[src/rtl/cdb_arbiter.sv]
// Result broadcast bus arbiter: two producers (ALU, load/store buffer), each backed
// by a small FIFO, share one registered broadcast using round-robin arbitration.
module cdb_arbiter #(
    parameter int DATA_W    = 32,
    parameter int ROB_TAG_W = 4,
    parameter int DEPTH     = 2
) (
    input  logic                 clk,
    input  logic                 rst,
    input  logic                 rdy,
    input  logic                 in_misbranch,
    input  logic [ROB_TAG_W-1:0] in_alu_reorder,
    input  logic [DATA_W-1:0]    in_alu_value,
    output logic                 out_alu_stall,
    input  logic [ROB_TAG_W-1:0] in_lsb_reorder,
    input  logic [DATA_W-1:0]    in_lsb_value,
    output logic                 out_lsb_stall,
    output logic [ROB_TAG_W-1:0] out_cdb_reorder,
    output logic [DATA_W-1:0]    out_cdb_value
);

    localparam int PTR_W = (DEPTH > 1) ? $clog2(DEPTH) : 1;
    localparam int CNT_W = $clog2(DEPTH + 1);
    localparam int ALU   = 0;
    localparam int LSB   = 1;

    typedef enum logic {
        GRANT_ALU = 1'b0,
        GRANT_LSB = 1'b1
    } grant_t;

    logic [ROB_TAG_W-1:0] tag_mem [2][DEPTH];
    logic [DATA_W-1:0]    val_mem [2][DEPTH];
    logic [PTR_W-1:0]     rd_ptr  [2];
    logic [PTR_W-1:0]     wr_ptr  [2];
    logic [CNT_W-1:0]     count   [2];
    grant_t               last_grant;

    logic [ROB_TAG_W-1:0] in_tag [2];
    logic [DATA_W-1:0]    in_val [2];
    logic [1:0]           full, has_head, accept, cand, win, push, pop;
    logic [ROB_TAG_W-1:0] win_tag;
    logic [DATA_W-1:0]    win_val;

    assign in_tag[ALU] = in_alu_reorder;
    assign in_tag[LSB] = in_lsb_reorder;
    assign in_val[ALU] = in_alu_value;
    assign in_val[LSB] = in_lsb_value;

    assign out_alu_stall = full[ALU];
    assign out_lsb_stall = full[LSB];

    // A source's candidate is its FIFO head when one exists, otherwise the incoming bypass.
    always_comb begin
        full     = '0;
        has_head = '0;
        accept   = '0;
        cand     = '0;
        push     = '0;
        pop      = '0;
        win_tag  = '0;
        win_val  = '0;
        for (int s = 0; s < 2; s++) begin
            full[s]     = (count[s] == CNT_W'(DEPTH));
            has_head[s] = (count[s] != '0);
            accept[s]   = (in_tag[s] != '0) && !full[s] && rdy && !in_misbranch;
            cand[s]     = has_head[s] || accept[s];
        end
        win[ALU] = cand[ALU] && (!cand[LSB] || (last_grant == GRANT_LSB));
        win[LSB] = cand[LSB] && (!cand[ALU] || (last_grant == GRANT_ALU));
        for (int s = 0; s < 2; s++) begin
            pop[s]  = win[s] && has_head[s];
            push[s] = accept[s] && !(win[s] && !has_head[s]);
            if (win[s]) begin
                win_tag = has_head[s] ? tag_mem[s][rd_ptr[s]] : in_tag[s];
                win_val = has_head[s] ? val_mem[s][rd_ptr[s]] : in_val[s];
            end
        end
    end

    always_ff @(posedge clk) begin
        for (int s = 0; s < 2; s++) begin
            if (push[s]) begin
                tag_mem[s][wr_ptr[s]] <= in_tag[s];
                val_mem[s][wr_ptr[s]] <= in_val[s];
            end
        end
    end

    // Misbranch outranks everything else, but only while the block is not frozen.
    always_ff @(posedge clk or negedge rst) begin
        if (!rst) begin
            for (int s = 0; s < 2; s++) begin
                rd_ptr[s] <= '0;
                wr_ptr[s] <= '0;
                count[s]  <= '0;
            end
            last_grant      <= GRANT_LSB;
            out_cdb_reorder <= '0;
            out_cdb_value   <= '0;
        end else if (rdy) begin
            if (in_misbranch) begin
                for (int s = 0; s < 2; s++) begin
                    rd_ptr[s] <= '0;
                    wr_ptr[s] <= '0;
                    count[s]  <= '0;
                end
                out_cdb_reorder <= '0;
                out_cdb_value   <= '0;
            end else begin
                for (int s = 0; s < 2; s++) begin
                    if (push[s]) wr_ptr[s] <= wr_ptr[s] + PTR_W'(1);
                    if (pop[s])  rd_ptr[s] <= rd_ptr[s] + PTR_W'(1);
                    count[s] <= count[s] + CNT_W'(push[s]) - CNT_W'(pop[s]);
                end
                out_cdb_reorder <= win_tag;
                out_cdb_value   <= win_val;
                if (win[ALU])
                    last_grant <= GRANT_ALU;
                else if (win[LSB])
                    last_grant <= GRANT_LSB;
            end
        end
    end

endmodule

[config.mk]
export PLATFORM = sky130hd
export DESIGN_NAME = cdb_arbiter
export DESIGN_NICKNAME = d
export VERILOG_FILES = /design/src/rtl/cdb_arbiter.sv
export SDC_FILE = /design/constraint.sdc
export NUM_CORES = 1
export LEC_CHECK = 0
export CORE_MARGIN = 10
export CORE_UTILIZATION = 45
export DETAILED_ROUTE_END_ITERATION = 7
export PLACE_DENSITY = 0.76
export SYNTH_ARGS = -nofsm -noshare
export SYNTH_HDL_FRONTEND = slang
export SYNTH_SLANG_ARGS = --single-unit
[constraint.sdc]
create_clock -name clk -period 3.16 [get_ports clk]
set_input_delay 0.632 -clock clk [delete_from_list [all_inputs] [get_ports clk]]
set_output_delay 0.632 -clock clk [all_outputs]
set_load 0.05 [all_outputs]
==> results.py <==
metrics = {
    "status": {
        "status": "complete, no violations",
    },
    "setup_path": {
        "cp-startpoint": "rdy",
        "path_max_fanout": 36,
        "cp_data_arrival_time_ps": 2930,
        "critPathCaptureType": "flip-flop",
        "r2r_start": "count[0]",
        "path_class": "in2reg",
        "cp-start-kind": "primary input",
        "critPathRequiredTime_ps": 3210,
    },
    "place": {
        "portBuffers": 113,
        "dp_hpwl_mm": 13.4,
        "post-place-ws_ps": -184,
        "gp_congestion": 0.884,
    },
    "timing": {
        "max_slew_margin": 0.280,
        "worst_pin_slew_ps": 1080,
        "clock-skew-final_ps": 10.8,
        "rsz0062_at_grt": "false",
        "period_share": 0.912,
        "final_max_slew_viol_count": 0,
        "whs_ps": 321,
        "setup_ws_ps": 278,
        "hold_violations": 0,
        "setup_violations": 0,
        "max_freq_ghz": 0.347,
        "fin_crit_ps": 2880,
    },
    "min_path": {
        "hp-class": "in2async",
    },
    "yosys": {
        "ys_warn_count": 0,
        "synth_most_common_cell": "edfxtp_1",
        "synthTopCellsByCount": "edfxtp_1 (144), a21oi_1 (68), dfrtp_1 (44)",
        "ys_seq_area_frac": 0.674,
        "ys_types": 41,
        "synth_area_um2": 8080,
        "syn-num-nets": 694,
        "synth_area_leader_cell": "edfxtp_1",
        "synth_edf_count": 144,
        "ys_seq_elements": 189,
        "yosys-top-cells-area": "edfxtp_1 (53%), dfrtp_1 (14%), mux2i_1 (4.7%)",
        "avgSynthCellArea_um2": 13.2,
        "yosys_most_used_dff": "edfxtp_1",
        "synth_top_area_frac": 0.535,
        "synthArstFlopShare": 0.238,
        "syn_inst": 614,
    },
    "drt": {
        "dr.pass1.iters": 5,
        "wl_per_cell_um": 20.3,
        "drtIter0Drc": 351,
        "finalWirelength_mm": 19.6,
        "via_per_inst": 5.54,
        "vias": 5357,
        "antenna_left": 0,
        "drc": 0,
    },
    "final_layout": {
        "layout.nets": 810,
        "antenna_cells": 0,
        "fin_util": 0.579,
        "n_fill_cell": 1374,
        "drive_gt1_frac": 0.102,
        "syn2layout_area_growth_pct": 25.1,
    },
    "power_and_ir_drop": {
        "internal-power_uw": 5710,
        "p_leak_uw": 0.00355,
        "ir_drop_uv": 852,
        "clockPowerShare": 0.230,
        "seqPwrFrac": 0.379,
        "p_sw_uw": 3520,
        "power_density_nw_per_um2": 913,
        "combPwrFrac": 0.391,
        "switching_share": 0.381,
        "power_uw": 9230,
    },
    "floorplanning": {
        "rows": 48,
        "die_area_um2": 23700,
        "start_util": 0.462,
        "chipWidth_um": 154,
        "core_um2": 17500,
        "ioPinCount": 114,
        "fp.dieH_um": 154,
    },
    "job": {
        "drv_cap": 0,
    },
    "clocking": {
        "clock_sinks": 189,
        "post_cts_buffers": 0,
        "clockRootBuffer": "clkbuf_16",
        "cts_htree_levels": 4,
        "clk_pin_slew_ps": 60,
        "post_cts_resized": 0,
        "clk_path_buf_depth": 2,
        "cts_tree": "built",
        "cts_hold_buf": 0,
        "cts_made_buffers": 17,
        "clock_latency_ps": 430,
    },
    "global_routing": {
        "grt_pass1_vias": 5435,
        "grt-ovfl-total": 0,
        "track_usage": 0.165,
        "grt_start_max_net_pins": 51,
        "grt_pass1_wl_mm": 30.5,
        "grt_antenna_before_repair": 0,
    },
}
-- cell families (layout without fill, tap and decap cells) --
logic type	count (synthesis)	in the layout	synth area share
compound gates	194	194	0.153
xor+xnor	2	2	0.00217
fa+ha+maj	4	4	0.00619
buf+inv	85	213	0.0495
flops	189	189	0.674
mux	44	44	0.0554
simple gates	96	96	0.0588
-- worst max-delay path, cell delays in order --
cell and delay [ps]:
clkdlybuf4s50_1 470, nor2b_2 160, a21o_2 150, a21oi_1 60
or4_1 570, nor2_4 870
-- sequential cells by signal, summed over array words and instances, names as in the netlist --
register and count:
val_mem 128, out_cdb_value 32, wr_ptr 2, last_grant 1, tag_mem 16, count 4
out_cdb_reorder 4, rd_ptr 2
-- through the flow --
stage | instance area (µm²) | std cells | TNS [ps]
floorplan | 8090 | 614 | -30240
global placement | 9530 | 936 | -8370
detailed placement | 9530 | 936 | -13200
CTS | 10100 | 967 | 0
global route | 10100 | 967 | 0
finish | 10100 | 967 | 0
-- metal layers --
layer  global-route usage  share of wire  vias to the layer above
li1                     -              -                     2536
met1                0.205           0.42                     2573
met2                0.257           0.48                      213
met3               0.0538          0.071                       35
met4               0.0697          0.031                        0
met5                    0              0                        -
-- power groups by stage --
| stage | Clock [µW] | Combinational (µW) | Sequential (µW) |
|---|---|---|---|
| after floorplan | 0 | 2010 | 3990 |
| after detailed placement | 0 | 3610 | 3540 |
| after global placement | 0 | 3550 | 3520 |
| after CTS | 2160 | 3630 | 3500 |
| final | 2130 | 3610 | 3500 |
| after global routing | 2270 | 3910 | 3560 |
-- cells in the final DEF (no fill, tap or decap), types with 2 or more instances in the layout --
cell type,count
inv_1,38
ha_1,4
nor2_4,3
edfxtp_1,144
nand2_1,9
or2_2,2
dfrtp_1,42
nor2_1,40
a211oi_1,31
xor2_1,2
clkdlybuf4s50_1,112
clkbuf_1,5
a22o_1,2
buf_4,28
o2bb2ai_1,5
mux2_2,6
a21oi_1,68
bufinv_16,3
clkinvlp_4,2
clkbuf_8,2
buf_12,2
o32ai_1,32
mux2i_1,38
or4_1,4
a21o_1,2
o22ai_1,6
clkinv_2,2
clkbuf_16,17
dfrtp_2,2
nor2b_1,32
o21ai_0,30
o21ai_1,10
-- worst paths after layout --
path	depth (start not counted)	slack, ps	endpoint
setup / recovery	6	280	val_mem[0][23]
hold / removal	1	320	out_cdb_value[14]
setup reg to reg	5	570	val_mem[0][23]
hold reg to reg	1	500	out_cdb_reorder[3]
max in group asynchronous	2	2110	out_cdb_value[2]
min in group clk	1	500	out_cdb_reorder[3]
-- final cells by class --
cell class | count | area [µm²] | area share
Sequential cell | 189 | 5450 | 0.539
Multi-Input combinational cell | 340 | 2270 | 0.224
Timing Repair Buffer | 143 | 1380 | 0.136
Clock buffer | 24 | 472 | 0.0466
Tap cell | 225 | 282 | 0.0278
Inverter | 39 | 146 | 0.0145
Clock inverter | 7 | 115 | 0.0114
Power figures use the tool's default switching activity.
